$ cat config.mk
export PLATFORM = sky130hd
export DESIGN_NAME = atm_account_core_flat
export DESIGN_NICKNAME = d
export VERILOG_FILES = /design/src/rtl/atm_pkg.sv /design/src/rtl/atm_account_core_if.sv /design/src/rtl/atm_pin_store.sv /design/src/rtl/atm_account_core.sv /design/src/flat_wrapper.sv
export SDC_FILE = /design/constraint.sdc
export NUM_CORES = 1
export LEC_CHECK = 0
export CAP_MARGIN = 5
export CELL_PAD_IN_SITES_DETAIL_PLACEMENT = 0
export CELL_PAD_IN_SITES_GLOBAL_PLACEMENT = 1
export CORE_AREA = 2 2 267 269
export DETAILED_ROUTE_END_ITERATION = 6
export DIE_AREA = 0 0 269 271
export PLACE_DENSITY = 0.63
export SKIP_CTS_REPAIR_TIMING = 1
export SYNTH_ARGS = -nofsm -noshare
export SYNTH_HDL_FRONTEND = slang
export SYNTH_SLANG_ARGS = --single-unit
$ cat constraint.sdc
create_clock -name clk -period 6.3 [get_ports clk]
set_clock_uncertainty 0.05 [all_clocks]
set_input_delay 0.945 -clock clk [delete_from_list [all_inputs] [get_ports clk]]
set_output_delay 0.945 -clock clk [all_outputs]
set_load 0.1 [all_outputs]
$ cat src/rtl/atm_pkg.sv
// Shared definitions for the ATM account datapath.
// - Opcode constants for the transaction port (3-bit opcode field).
// - State codes used by the ATM control FSM that drives this datapath.
// - Datapath widths.
// - Reset images for the PIN and balance stores. These are the
//   contents of the account database and are fixed at elaboration.
package atm_pkg;

  localparam int ACC_W = 4;
  localparam int PIN_W = 16;
  localparam int BAL_W = 32;

  localparam logic [2:0] OP_BALANCE    = 3'd3;
  localparam logic [2:0] OP_WITHDRAW   = 3'd4;
  localparam logic [2:0] OP_DEPOSIT    = 3'd5;
  localparam logic [2:0] OP_CHANGE_PIN = 3'd6;

  typedef enum logic [2:0] {
    WAITING        = 3'd0,
    AUTHENTICATION = 3'd1,
    MENU           = 3'd2,
    IDLE           = 3'd7
  } atm_state_e;

  // Reset PIN of account idx: 16'hA000 | idx.
  function automatic logic [PIN_W-1:0] pin_init(input int idx);
    return PIN_W'(32'hA000 + idx);
  endfunction

  // Reset balance of account idx: 500 * idx.
  function automatic logic [BAL_W-1:0] bal_init(input int idx);
    return BAL_W'(idx * 500);
  endfunction

endpackage

$ cat src/rtl/atm_account_core_if.sv
// Request/response bundle between the ATM control FSM (master) and the
// account datapath (slave).
// - master drives: acc_num, pin, new_pin, amount, operation, op_valid
// - slave drives : acc_index, acc_found, acc_auth, balance, success, done
interface atm_account_core_if;
  import atm_pkg::*;

  logic [ACC_W-1:0] acc_num;
  logic [PIN_W-1:0] pin;
  logic [PIN_W-1:0] new_pin;
  logic [BAL_W-1:0] amount;
  logic [2:0]       operation;
  logic             op_valid;

  logic [ACC_W-1:0] acc_index;
  logic             acc_found;
  logic             acc_auth;
  logic [BAL_W-1:0] balance;
  logic             success;
  logic             done;

  modport master (
    output acc_num, pin, new_pin, amount, operation, op_valid,
    input  acc_index, acc_found, acc_auth, balance, success, done
  );

  modport slave (
    input  acc_num, pin, new_pin, amount, operation, op_valid,
    output acc_index, acc_found, acc_auth, balance, success, done
  );

endinterface

$ cat src/rtl/atm_pin_store.sv
// PIN store and account lookup.
// - clk, rst     : clock, asynchronous active-low reset
// - acc_num, pin : card account number and entered PIN
// - wr_en/wr_pin : PIN write into the currently looked-up account
// - acc_index    : acc_num when the account exists, else 0
// - acc_found    : acc_num < NUM_ACCOUNTS
// - acc_auth     : acc_found and pin matches the stored PIN
module atm_pin_store
  import atm_pkg::*;
#(
  parameter int NUM_ACCOUNTS = 10
) (
  input  logic             clk,
  input  logic             rst,
  input  logic [ACC_W-1:0] acc_num,
  input  logic [PIN_W-1:0] pin,
  input  logic             wr_en,
  input  logic [PIN_W-1:0] wr_pin,
  output logic [ACC_W-1:0] acc_index,
  output logic             acc_found,
  output logic             acc_auth
);

  logic [PIN_W-1:0] pin_db [NUM_ACCOUNTS];

  assign acc_found = int'(acc_num) < NUM_ACCOUNTS;
  assign acc_index = acc_found ? acc_num : '0;
  assign acc_auth  = acc_found && (pin == pin_db[acc_index]);

  // One register per account so each entry can be reloaded from the
  // database image on reset; only the looked-up entry is written.
  generate
    for (genvar gi = 0; gi < NUM_ACCOUNTS; gi++) begin : g_pin
      always_ff @(posedge clk or negedge rst) begin
        if (!rst) begin
          pin_db[gi] <= pin_init(gi);
        end else if (wr_en && (acc_index == ACC_W'(gi))) begin
          pin_db[gi] <= wr_pin;
        end
      end
    end
  endgenerate

endmodule

$ cat src/rtl/atm_account_core.sv
// Account datapath for the ATM: balance store, transaction decode and
// the success/done result registers. PIN store and lookup live in
// atm_pin_store.
// - clk, rst : clock, asynchronous active-low reset
// - bus      : slave side of the request/response bundle
// A request strobed with op_valid completes in one cycle: store writes,
// success and done all update on the sampling edge.
module atm_account_core
  import atm_pkg::*;
#(
  parameter int NUM_ACCOUNTS = 10
) (
  input  logic                clk,
  input  logic                rst,
  atm_account_core_if.slave   bus
);

  logic [BAL_W-1:0] bal_db [NUM_ACCOUNTS];

  logic [ACC_W-1:0] acc_index;
  logic             acc_found;
  logic             acc_auth;
  logic [BAL_W-1:0] cur_bal;

  logic             bal_wr_en;
  logic [BAL_W-1:0] bal_wr_data;
  logic             pin_wr_en;
  logic             success_next;
  logic [BAL_W:0]   dep_sum;

  logic             success_reg;
  logic             done_reg;

  atm_pin_store #(
    .NUM_ACCOUNTS (NUM_ACCOUNTS)
  ) u_pin_store (
    .clk       (clk),
    .rst       (rst),
    .acc_num   (bus.acc_num),
    .pin       (bus.pin),
    .wr_en     (pin_wr_en),
    .wr_pin    (bus.new_pin),
    .acc_index (acc_index),
    .acc_found (acc_found),
    .acc_auth  (acc_auth)
  );

  assign cur_bal = acc_found ? bal_db[acc_index] : '0;

  // Extra bit catches deposit overflow.
  assign dep_sum = {1'b0, cur_bal} + {1'b0, bus.amount};

  // Transaction decode. Writes are qualified with op_valid so the stores
  // only move on an accepted request; unauthorised requests fall through
  // with success_next = 0.
  always_comb begin
    bal_wr_en    = 1'b0;
    bal_wr_data  = cur_bal;
    pin_wr_en    = 1'b0;
    success_next = 1'b0;
    if (acc_auth) begin
      case (bus.operation)
        OP_BALANCE: begin
          success_next = 1'b1;
        end
        OP_WITHDRAW: begin
          if (bus.amount <= cur_bal) begin
            bal_wr_en    = bus.op_valid;
            bal_wr_data  = cur_bal - bus.amount;
            success_next = 1'b1;
          end
        end
        OP_DEPOSIT: begin
          if (!dep_sum[BAL_W]) begin
            bal_wr_en    = bus.op_valid;
            bal_wr_data  = dep_sum[BAL_W-1:0];
            success_next = 1'b1;
          end
        end
        OP_CHANGE_PIN: begin
          pin_wr_en    = bus.op_valid;
          success_next = 1'b1;
        end
        default: begin
          success_next = 1'b0;
        end
      endcase
    end
  end

  generate
    for (genvar gi = 0; gi < NUM_ACCOUNTS; gi++) begin : g_bal
      always_ff @(posedge clk or negedge rst) begin
        if (!rst) begin
          bal_db[gi] <= bal_init(gi);
        end else if (bal_wr_en && (acc_index == ACC_W'(gi))) begin
          bal_db[gi] <= bal_wr_data;
        end
      end
    end
  endgenerate

  // Reset clears done, so a request in flight at reset never completes.
  always_ff @(posedge clk or negedge rst) begin
    if (!rst) begin
      done_reg    <= 1'b0;
      success_reg <= 1'b0;
    end else begin
      done_reg <= bus.op_valid;
      if (bus.op_valid) begin
        success_reg <= success_next;
      end
    end
  end

  assign bus.acc_index = acc_index;
  assign bus.acc_found = acc_found;
  assign bus.acc_auth  = acc_auth;
  assign bus.balance   = cur_bal;
  assign bus.success   = success_reg;
  assign bus.done      = done_reg;

endmodule

$ cat src/flat_wrapper.sv
// flat-port wrapper written by rule: the top's interface ports become plain ports
module atm_account_core_flat import atm_pkg::*;
#(
  parameter int NUM_ACCOUNTS = 10
)
  (clk, rst, bus_acc_num, bus_pin, bus_new_pin, bus_amount, bus_operation, bus_op_valid, bus_acc_index, bus_acc_found, bus_acc_auth, bus_balance, bus_success, bus_done);
  atm_account_core_if bus_i ();
  input  logic clk;
  input  logic rst;
  input wire logic [$bits(bus_i.acc_num)-1:0] bus_acc_num;
  input wire logic [$bits(bus_i.pin)-1:0] bus_pin;
  input wire logic [$bits(bus_i.new_pin)-1:0] bus_new_pin;
  input wire logic [$bits(bus_i.amount)-1:0] bus_amount;
  input wire logic [$bits(bus_i.operation)-1:0] bus_operation;
  input wire logic [$bits(bus_i.op_valid)-1:0] bus_op_valid;
  output wire logic [$bits(bus_i.acc_index)-1:0] bus_acc_index;
  output wire logic [$bits(bus_i.acc_found)-1:0] bus_acc_found;
  output wire logic [$bits(bus_i.acc_auth)-1:0] bus_acc_auth;
  output wire logic [$bits(bus_i.balance)-1:0] bus_balance;
  output wire logic [$bits(bus_i.success)-1:0] bus_success;
  output wire logic [$bits(bus_i.done)-1:0] bus_done;
  assign bus_i.acc_num = bus_acc_num;
  assign bus_i.pin = bus_pin;
  assign bus_i.new_pin = bus_new_pin;
  assign bus_i.amount = bus_amount;
  assign bus_i.operation = bus_operation;
  assign bus_i.op_valid = bus_op_valid;
  assign bus_acc_index = bus_i.acc_index;
  assign bus_acc_found = bus_i.acc_found;
  assign bus_acc_auth = bus_i.acc_auth;
  assign bus_balance = bus_i.balance;
  assign bus_success = bus_i.success;
  assign bus_done = bus_i.done;
  atm_account_core #(.NUM_ACCOUNTS(NUM_ACCOUNTS)) u_core (.clk(clk), .rst(rst), .bus(bus_i));
endmodule
==> results by stage <==
STA:
- Setup repair after global routing left no endpoint under its margin.
- The final number of hold-violating endpoints is 0.
- The max-slew violation count was 0.
- The final critical delay including setup and external delays is 6048 ps.
- For this run, the top clock speed supported by timing is 165.3 MHz.
- The final setup violation count is 0.
- After layout, the worst setup slack is roughly 250 ps.
- In the finished design, the share of the clock period the worst path needs comes to 0.9600.
- Hold is met by 274.0 ps.
- At the pin with the least slew margin, the transition time is 976.7 ps.
- The remaining max-slew budget at the tightest pin is 0.3468.

Cells and area:
- The post-layout instance count excluding filler cells is 3635.
- The number of antenna diodes is 0.
- From synthesis to final layout, the design area changed by 21.97%.
- The register with the most flip-flops in the layout has 320 of them.
- The largest registers in the layout are u_core.bal_db x320, u_core.u_pin_store.pin_db x160.
- For this run, the post-layout net count is 2800.
- Of the cells placed in the final design, the portion with a size suffix greater than 1 is 0.3722.
- The register with the most flip-flops is u_core.bal_db.

Logic synthesis:
- In the synthesized netlist the dominant register cell turns out to be sky130_fd_sc_hd__dfrtp_1.
- The share of the synthesized area in the top cell type is 0.3537.
- The cell with the most instances after synthesis is sky130_fd_sc_hd__dfrtp_1.
- After synthesis, the share of flip-flops with an asynchronous set or reset is 1.000.
- The cell type contributing the most total cell area after synthesis is sky130_fd_sc_hd__dfrtp_1.
- The synthesized design contains just under 500 register bits.
- The post-synthesis cell type count is between 100 and 150.
- The share of the Yosys chip area taken by registers is 0.4389.
- The gate count after technology mapping is 2408.
- The cell area that synthesis handed to floorplanning was between 20000 and 30000 µm².
- Dividing the synthesized area by the synthesized cell count gives around 12 µm².
- Counting flops with a built-in enable in the synthesized netlist gives 0.
- Yosys printed 0 warnings.
- Ranked by total cell area, the synthesized netlist is headed by sky130_fd_sc_hd__dfrtp_1 35%, sky130_fd_sc_hd__mux2_2 16%, sky130_fd_sc_hd__dfstp_2 8.5%.
- When the netlist entered floorplanning its net count stood at between 2k and 3k.
- Ranked by instance count, the synthesized netlist is headed by 392 x sky130_fd_sc_hd__dfrtp_1, 389 x sky130_fd_sc_hd__mux2_2, 109 x sky130_fd_sc_hd__nand2_1.

Pwr:
- The maximum vdd drop is 0.1783 mV.
- The logic gate share of total power is 0.190.
- The design draws about 7.7 mW.
- The static power due to leakage is 16.04 nW.
- The total internal power is 5.503 mW.
- The share of total power dissipated in the clock network is 0.408.
- In this run the power density over the cells is 227.8 nW/µm².
- Of the total power, the share spent switching nets is 0.2860.
- The part of the power in registers is 0.402.
- The switching power is approximately 2.2 mW.

Place:
- The worst slack after detailed placement is -513.3 ps.
- The count of input and output buffers is 113.
- The HPWL after detailed placement is roughly 63 mm.
- The weighted congestion at the end of routability-driven global placement is 0.9303.
- After detailed placement, the design holds a cell count of 3535.

Floorplanning:
- 114 I/O pins were placed.
- The initial standard-cell utilization of the core is 0.3974.
- The die height is 271 µm.
- The area of the core region is 69790 µm².
- The floorplan has 97 rows.
- The floorplan step defined a die boundary enclosing 72900 µm².
- From left edge to right edge, the die measures 269 µm.

Route:
- Using the TritonRoute via totals, the vias-per-cell ratio works out to between 5 and 6.
- The final wirelength is 90.52 mm.
- After detailed routing, the number of remaining DRC violations is 0.
- For this block, the initial DRC count from the detailed router was 1512.
- The number of nets with antenna violations after routing is 0.
- The first detailed-routing pass took 6 iterations.
- The per-cell routed wire length is 24.90 µm.
- Summing over every cut layer, the via total after detailed routing is 21.14k.

CTS:
- Clock tree synthesis inserted a total of 53 buffers.
- After clock tree synthesis, the clock-pin slew on the worst setup and hold paths is approximately 60 ps.
- The CTS tree is done.
- The insertion delay of the later-clocked pin in the worst-skew pair is 610 ps.
- The H-tree generated during clock tree synthesis spans 2 levels.
- The cell at the root of the clock tree is sky130_fd_sc_hd__clkbuf_16.
- The clock net in this run drives a total of ~480 sinks.
- The maximum buffer depth of the clock tree is 3.

Worst setup path:
- The most critical setup path has its startpoint at bus_acc_num[2].
- The launching point of the worst reg2reg path is u_core.bal_db[107].
- The worst setup path is captured at a primary output.
- STA puts the critical path data arrival time at 5050 ps.
- The critical setup path kind is in -> out.
- Of all nets on the critical path, the largest fanout is 13.
- The startpoint class of the critical path is an input pin.
- The required time reported for the critical path endpoint is 5300 ps.

GRT:
- The number of global-route vias before repair was between 20k and 25k.
- The pin count of the biggest net entering global routing is roughly 170.
- Across every metal layer, demand over resource in global routing totals 0.2494.
- For this run the aggregate overflow at the end of global routing stands at 0.
- The initial antenna violation count came to 1.
- The first-pass GRT wire length is roughly 140 mm.

Hold path:
- The tightest min-delay check is of the in -> async type.

Run status:
- The flow ran to the end, and the final reports show no timing, DRC or antenna violations.

Job:
- Max-cap violations in this run came to 0.
critical path, stage by stage:
cell,delay (ps)
sky130_fd_sc_hd__clkdlybuf4s50_1,710
sky130_fd_sc_hd__buf_4,250
sky130_fd_sc_hd__and2_1,610
sky130_fd_sc_hd__buf_4,340
sky130_fd_sc_hd__o32ai_1,110
sky130_fd_sc_hd__o21ai_0,270
sky130_fd_sc_hd__nand4_1,140
sky130_fd_sc_hd__a211oi_1,470
sky130_fd_sc_hd__and4_2,430
sky130_fd_sc_hd__nand2_4,190
sky130_fd_sc_hd__inv_2,320
sky130_fd_sc_hd__buf_12,220
stage by stage:
stage	area, µm²	util	TNS (ps)
finish	33830	0.4848	0
floorplan	28200	-	-434950
global route	33830	0.4848	0
global placement	32050	0.4592	-22530
detailed placement	32050	0.4592	-30890
CTS	33810	0.4845	0
layout by cell type, fill, tap and decap left out, types with 54 or more instances in the layout:
cell type                         count
sky130_fd_sc_hd__dfrtp_1            392
sky130_fd_sc_hd__mux2_2             386
sky130_fd_sc_hd__buf_4              221
sky130_fd_sc_hd__nand2_1            105
sky130_fd_sc_hd__mux2_1             102
sky130_fd_sc_hd__inv_1               99
sky130_fd_sc_hd__a21oi_1             98
sky130_fd_sc_hd__dfstp_2             90
sky130_fd_sc_hd__nor2_1              85
sky130_fd_sc_hd__mux2i_1             83
sky130_fd_sc_hd__o21ai_0             78
sky130_fd_sc_hd__clkdlybuf4s50_1     73
sky130_fd_sc_hd__buf_12              73
sky130_fd_sc_hd__ha_1                72
sky130_fd_sc_hd__o221ai_1            58
sky130_fd_sc_hd__clkbuf_16           54
area by class of cell:
class / instances / area (µm²)
sequential: 482 / 12170
timing repair buffer: 370 / 3885
clock buffer: 87 / 1575
inverter: 105 / 400.4
tap: 940 / 1176
fill: 6305 / 35960
multi-input combinational: 1640 / 14430
clock inverter: 11 / 187.7
per-layer routing:
layer,share of wire,track usage
met5,0.00014,0
met4,0.021,0.05746
met3,0.046,0.03140
met2,0.48,0.4156
met1,0.45,0.3445
cell families (layout without fill, tap and decap cells):
group	count (synthesis)	count (layout)	share of synthesized area
multiplexers	611	611	0.2494
AND/OR/NAND/NOR	415	415	0.08341
XOR/XNOR	14	14	0.004421
adder cells (fa/ha/maj)	74	74	0.03392
flip-flops	482	482	0.4389
buffers and inverters	286	573	0.04980
AO/OA/AOI/OAI	526	526	0.1401
power groups by stage:
stage	registers, mW	logic [mW]	clock network [mW]
global route	3.10	1.56	3.34
floorplan	3.16	0.801	0
global placement	3.15	1.45	0
detailed placement	3.15	1.45	0
CTS	3.10	1.46	3.21
finish	3.10	1.46	3.14
path summary, 6_finish.rpt:
check	cells after the start	endpoint	slack, ps
worst max-delay path	12	bus_acc_auth	250
worst min-delay path	1	u_core.u_pin_store.pin_db[123]	270
worst max register to register	16	u_core.bal_db[135]	1420
worst min register to register	2	u_core.bal_db[74]	430
max in group asynchronous	2	u_core.bal_db[89]	4440
min in group clk	2	u_core.bal_db[74]	430
Power figures use the tool's default switching activity.
